$ cat src/rtl/demo_gpio_ctrl.sv
// GPIO peripheral for the demo system device bus: synchronised, debounced inputs and
// set/clear-able outputs. Define GPIO_IRQ_EN to build the edge-triggered interrupt logic.
module demo_gpio_ctrl #(
  parameter int unsigned GpiWidth       = 8,
  parameter int unsigned GpoWidth       = 4,
  parameter int unsigned DebounceCycles = 16
) (
  input  logic                clk_sys_i,
  input  logic                rst_sys_i,
  input  logic [GpiWidth-1:0] gp_i,
  output logic [GpoWidth-1:0] gp_o,
  input  logic                device_req_i,
  input  logic                device_we_i,
  input  logic [31:0]         device_addr_i,
  input  logic [3:0]          device_be_i,
  input  logic [31:0]         device_wdata_i,
  output logic                device_rvalid_o,
  output logic [31:0]         device_rdata_o,
  output logic                irq_o
);

  localparam int unsigned CntW = $clog2(DebounceCycles + 1);

  localparam logic [2:0] RegGpo       = 3'd0;
  localparam logic [2:0] RegGpi       = 3'd1;
  localparam logic [2:0] RegGpoSet    = 3'd2;
  localparam logic [2:0] RegGpoClr    = 3'd3;
  localparam logic [2:0] RegIrqEn     = 3'd4;
  localparam logic [2:0] RegIrqStatus = 3'd5;

  logic [GpiWidth-1:0] sync1_q, sync2_q;
  logic [GpiWidth-1:0] deb_q, deb_d;
  logic [CntW-1:0]     cnt_q [GpiWidth];
  logic [CntW-1:0]     cnt_d [GpiWidth];
  logic [GpoWidth-1:0] gpo_q, gpo_d;
  logic                rvalid_q;
  logic [31:0]         rdata_q, rdata_d;

  logic [2:0]  reg_idx;
  logic        bus_wr, bus_rd;
  logic [31:0] be_mask, gpo_ext, gpo_next;
  logic        unused_bits;

  assign reg_idx = device_addr_i[4:2];
  assign bus_wr  = device_req_i & device_we_i;
  assign bus_rd  = device_req_i & ~device_we_i;
  assign gpo_ext = 32'(gpo_q);

  assign unused_bits = ^{device_addr_i[31:5], device_addr_i[1:0], device_wdata_i, gpo_next};

  // A change is accepted only after DebounceCycles consecutive mismatching samples.
  always_comb begin
    deb_d = deb_q;
    for (int i = 0; i < int'(GpiWidth); i++) begin
      cnt_d[i] = cnt_q[i];
      if (sync2_q[i] == deb_q[i]) begin
        cnt_d[i] = '0;
      end else if (cnt_q[i] == CntW'(DebounceCycles - 1)) begin
        deb_d[i] = sync2_q[i];
        cnt_d[i] = '0;
      end else begin
        cnt_d[i] = cnt_q[i] + CntW'(1);
      end
    end
  end

  always_comb begin
    for (int b = 0; b < 4; b++) begin
      be_mask[8*b +: 8] = {8{device_be_i[b]}};
    end
    gpo_next = gpo_ext;
    if (bus_wr) begin
      case (reg_idx)
        RegGpo:    gpo_next = (gpo_ext & ~be_mask) | (device_wdata_i & be_mask);
        RegGpoSet: gpo_next = gpo_ext | device_wdata_i;
        RegGpoClr: gpo_next = gpo_ext & ~device_wdata_i;
        default:   gpo_next = gpo_ext;
      endcase
    end
    gpo_d = gpo_next[GpoWidth-1:0];
  end

`ifdef GPIO_IRQ_EN
  localparam logic [15:0] PinMask = 16'((32'd1 << GpiWidth) - 32'd1);
  localparam logic [31:0] IrqMask = {PinMask, PinMask};

  logic [GpiWidth-1:0] deb_prev_q;
  logic [31:0]         irq_en_q, irq_en_d;
  logic [31:0]         status_q, status_d;
  logic [31:0]         edges, w1c;
  logic                irq_q;

  always_comb begin
    edges    = {16'(~deb_q & deb_prev_q), 16'(deb_q & ~deb_prev_q)} & irq_en_q;
    w1c      = (bus_wr && reg_idx == RegIrqStatus) ? device_wdata_i : 32'd0;
    // Set after clear so a same-cycle edge survives the W1C.
    status_d = ((status_q & ~w1c) | edges) & IrqMask;
    irq_en_d = irq_en_q;
    if (bus_wr && reg_idx == RegIrqEn) begin
      irq_en_d = device_wdata_i & IrqMask;
    end
  end

  always_ff @(posedge clk_sys_i or posedge rst_sys_i) begin
    if (rst_sys_i) begin
      deb_prev_q <= '0;
      irq_en_q   <= '0;
      status_q   <= '0;
      irq_q      <= 1'b0;
    end else begin
      deb_prev_q <= deb_q;
      irq_en_q   <= irq_en_d;
      status_q   <= status_d;
      irq_q      <= |status_q;
    end
  end

  assign irq_o = irq_q;
`else
  assign irq_o = 1'b0;
`endif

  always_comb begin
    rdata_d = 32'd0;
    if (bus_rd) begin
      case (reg_idx)
        RegGpo:       rdata_d = gpo_ext;
        RegGpi:       rdata_d = 32'(deb_q);
`ifdef GPIO_IRQ_EN
        RegIrqEn:     rdata_d = irq_en_q;
        RegIrqStatus: rdata_d = status_q;
`endif
        default:      rdata_d = 32'd0;
      endcase
    end
  end

  always_ff @(posedge clk_sys_i or posedge rst_sys_i) begin
    if (rst_sys_i) begin
      sync1_q  <= '0;
      sync2_q  <= '0;
      deb_q    <= '0;
      gpo_q    <= '0;
      rvalid_q <= 1'b0;
      rdata_q  <= 32'd0;
      for (int i = 0; i < int'(GpiWidth); i++) begin
        cnt_q[i] <= '0;
      end
    end else begin
      sync1_q  <= gp_i;
      sync2_q  <= sync1_q;
      deb_q    <= deb_d;
      gpo_q    <= gpo_d;
      rvalid_q <= device_req_i;
      rdata_q  <= rdata_d;
      for (int i = 0; i < int'(GpiWidth); i++) begin
        cnt_q[i] <= cnt_d[i];
      end
    end
  end

  assign gp_o            = gpo_q;
  assign device_rvalid_o = rvalid_q;
  assign device_rdata_o  = rdata_q;

endmodule

$ cat config.mk
export PLATFORM = sky130hd
export DESIGN_NAME = demo_gpio_ctrl
export DESIGN_NICKNAME = d
export VERILOG_FILES = /design/src/rtl/demo_gpio_ctrl.sv
export SDC_FILE = /design/constraint.sdc
export NUM_CORES = 1
export LEC_CHECK = 0
export ABC_AREA = 1
export BUFFER_PORTS_ARGS = -buffer_cell sky130_fd_sc_hd__buf_2
export CELL_PAD_IN_SITES_DETAIL_PLACEMENT = 1
export CELL_PAD_IN_SITES_GLOBAL_PLACEMENT = 2
export CORE_ASPECT_RATIO = 0.7
export CORE_MARGIN = 5
export CORE_UTILIZATION = 29
export DETAILED_ROUTE_END_ITERATION = 7
export PLACE_DENSITY = 0.85
export SETUP_SLACK_MARGIN = 0.15
export SYNTH_ARGS = -nofsm -noshare
export SYNTH_HDL_FRONTEND = slang
export SYNTH_SLANG_ARGS = --single-unit
export TNS_END_PERCENT = 100
$ cat constraint.sdc
create_clock -name clk_sys_i -period 2.9 [get_ports clk_sys_i]
set_input_delay 0.29 -clock clk_sys_i [delete_from_list [all_inputs] [get_ports clk_sys_i]]
set_output_delay 0.29 -clock clk_sys_i [all_outputs]
set_load 0.01 [all_outputs]
==> qor.txt <==
antenna diode count: 0
Vias/cell: 4.12
core box area: 11,100 um2
setup repair after global routing missed its margin: no
DP Area: 3560 um2
critical path endpoint category: flop
Distinct cells, synth: 18
Max Slew Vio Count: 0
first-pass GRT wire length: 11,000 um
GRT overflow: 0
CP peak stage delay: 380 ps
Sw Ratio: 23.0%
post-DP HPWL: 4860 um
setup violators final: 0
Port Buffers: 32
I/O Pins: 118
Rel. slew slack: 65.8%
largest area contributor in the synthesized netlist: dfrtp_1
CTS Buf Count: 9
chip width: 137 um
maximum capacitance violations: 0
WL/cell: 11.7 um
routability cong.: 0.732
drt drc: 0
Final Cell Area: 3860 um2
fin util: 34.9%
Reg2Reg Depth: 6
largest net degree at the start of global routing: 56
antenna violations before repair: 0
share of layout cells above drive strength 1: 12.8%
H-tree levels: 3
Final nets: 483
CTS tree: built
Initial DRC Count: 114
Reg clk slew, reported paths: 60 ps
ANT nets after route: 0
layout filler cell count: 1,329
routed wire length: 6450 um
critical path class: reg -> reg
Reg power frac: 47.8%
Die H: 99.0 um
PwrDens: 629 nW/um2
Psw: 0.000558 W
Final Hold Viols: 0
setup TNS: 0 ps
status: completed
Max Clock Freq: 781 MHz
Starting Density: 29.7%
GRT Resource Usage Total: 10.2%
P_leak: 1.94 nW
Hold Crit Depth: 1
CP Capture Point: cnt_q[30]$_DFF_PP0_
Synth Instances: 351
share of the synthesized area in the top cell type: 58.7%
drt first pass iters: 2
P&R area growth vs syn: 17.6%
final total power: 0.00243 W
Mapped Area: 3280 um2
Period minus WS final: 1280 ps
syn avg cell area: 9.35 um2
Std-Cell Rows: 32
worst skew pair latency: 330 ps
Startpoint Class: flop
Synth Register Bits: 77
Clk pwr share: 45.0%
Yosys Warn Count: 0
commonest non-fill, non-tap cells in the layout: dfrtp_1, nand2_1, nor2_1
crit path cell chain: ha_1 -> nand2_1 -> nor2_1 -> nand2_1 -> nand2b_1 -> nor2_1
vias in the first global route: 2,404
Worst Path Arrival: 1500 ps
Seq/Total Area, Yosys: 58.7%
internal power: 0.00187 W
skew final: 6.44 ps
post-cts sizing count: 0
worst-case clock buffer depth: 2
clock sink total: 77
final worst-path cycle share: 44.1%
vias: 2,278
Synth area leaders: dfrtp_1, nand2_1, nor2_1, buf_4, inv_1
CP max stage cell: dfrtp_1
CP startpoint: cnt_q[30]$_DFF_PP0_
die area: 13,600 um2
Slew @ Worst Pin: 512 ps
Root Driver: clkbuf_16
power share of the combinational group: 7.3%
most common cell after layout, fill and taps aside: dfrtp_1
Critical Path Fanout Max: 3
reg-to-reg endpoint: cnt_q[30]$_DFF_PP0_
reg2reg setup slack: 1620 ps
Req. time, crit path: 3120 ps
worst r2r src: cnt_q[30]$_DFF_PP0_
Peak VDD IR: 0.275 mV
Min-Delay Path Class: in -> reg
[worst min-delay path by stage]
stage	startpoint	endpoint	slack, ps
finish	gp_i[7]	sync1_q[7]$_DFF_PP0_	60
global route	gp_i[7]	sync1_q[7]$_DFF_PP0_	40
CTS	gp_i[7]	sync1_q[7]$_DFF_PP0_	50
detailed placement	sync1_q[6]$_DFF_PP0_	sync2_q[6]$_DFF_PP0_	340
global placement	sync1_q[0]$_DFF_PP0_	sync2_q[0]$_DFF_PP0_	330
floorplan	device_req_i	device_rvalid_o$_DFF_PP0_	320
[worst max-delay path, delay by kind of cell, from the launching register on]
kind / cells / cell delay [ps]
and+or+nand+nor: 5 / 620
DFF: 1 / 380
adders and majority gates: 1 / 190
[kinds of logic (layout without fill, tap and decap cells)]
logic type / Yosys count / in the layout / share of synthesized area [%]
XOR/XNOR: 12 / 12 / 3.20
AND/OR/NAND/NOR: 169 / 169 / 22.0
buffers and inverters: 72 / 97 / 11.1
other: 1 / 25 / 0.114
flip-flops: 77 / 77 / 58.7
adder cells (fa/ha/maj): 8 / 8 / 3.05
AO/OA/AOI/OAI: 12 / 12 / 1.83
[registers in the layout, summed over array words and instances (netlist names), named ones only]
register	flops
sync2_q	8
sync1_q	8
deb_q	8
cnt_q	40
device_rvalid_o	1
device_rdata_o	8
[routing by layer]
layer / up-vias / routed length [um] / global-route usage [%]
li1: 1120 / - / -
met1: 1118 / 2980 / 13.1
met2: 30 / 3070 / 15.8
met3: 10 / 330 / 4.64
met4: 0 / 69 / 2.53
met5: - / 0 / 0
[cell type report]
| cell class | instances | area, um2 | share of cell area (%) |
|---|---|---|---|
| clock inverter | 4 | 47.5 | 1.23 |
| inverter | 47 | 176 | 4.57 |
| timing repair buffer | 34 | 190 | 4.93 |
| tap | 153 | 191 | 4.96 |
| sequential | 77 | 1930 | 49.9 |
| clock buffer | 12 | 246 | 6.38 |
| multi-input combinational | 226 | 1080 | 28.0 |
[cell usage after synthesis]
cell	instances
nand3_1	25
dfrtp_1	77
o21ai_0	8
nor3_1	12
nor2_1	53
nor2_4	1
inv_2	1
nand2_1	68
a21oi_1	4
xor2_1	8
nand2b_1	1
buf_4	25
xnor2_1	4
ha_1	8
nand2_2	1
conb_1	1
nor3b_1	8
inv_1	46
[power by group through the flow]
| stage | sequential (W) | combinational, W | clock (W) |
|---|---|---|---|
| after global routing | 0.00117 | 0.000209 | 0.00119 |
| after detailed placement | 0.00118 | 0.000179 | 0 |
| final | 0.00116 | 0.000176 | 0.00109 |
| after floorplan | 0.00117 | 0.000136 | 0 |
| after global placement | 0.00118 | 0.000169 | 0 |
| after CTS | 0.00116 | 0.000182 | 0.00114 |
[metrics by stage]
stage / cells / setup slack [ps] / hold slack, ps
2_1_floorplan: 375 / 643 / 321
3_3_place_gp: 536 / 1600 / 332
3_5_place_dp: 536 / 1580 / 343
4_1_cts: 553 / 1590 / 48.4
5_1_grt: 553 / 1470 / 40.0
6_report: 553 / 1620 / 62.5
[repair_timing]
item | CTS | global route
endpoints found under the hold margin | 9 | 0
hold buffers | 1 | 0
buffers inserted | 0 | 0
No activity file was read; power rests on OpenSTA's default activity.
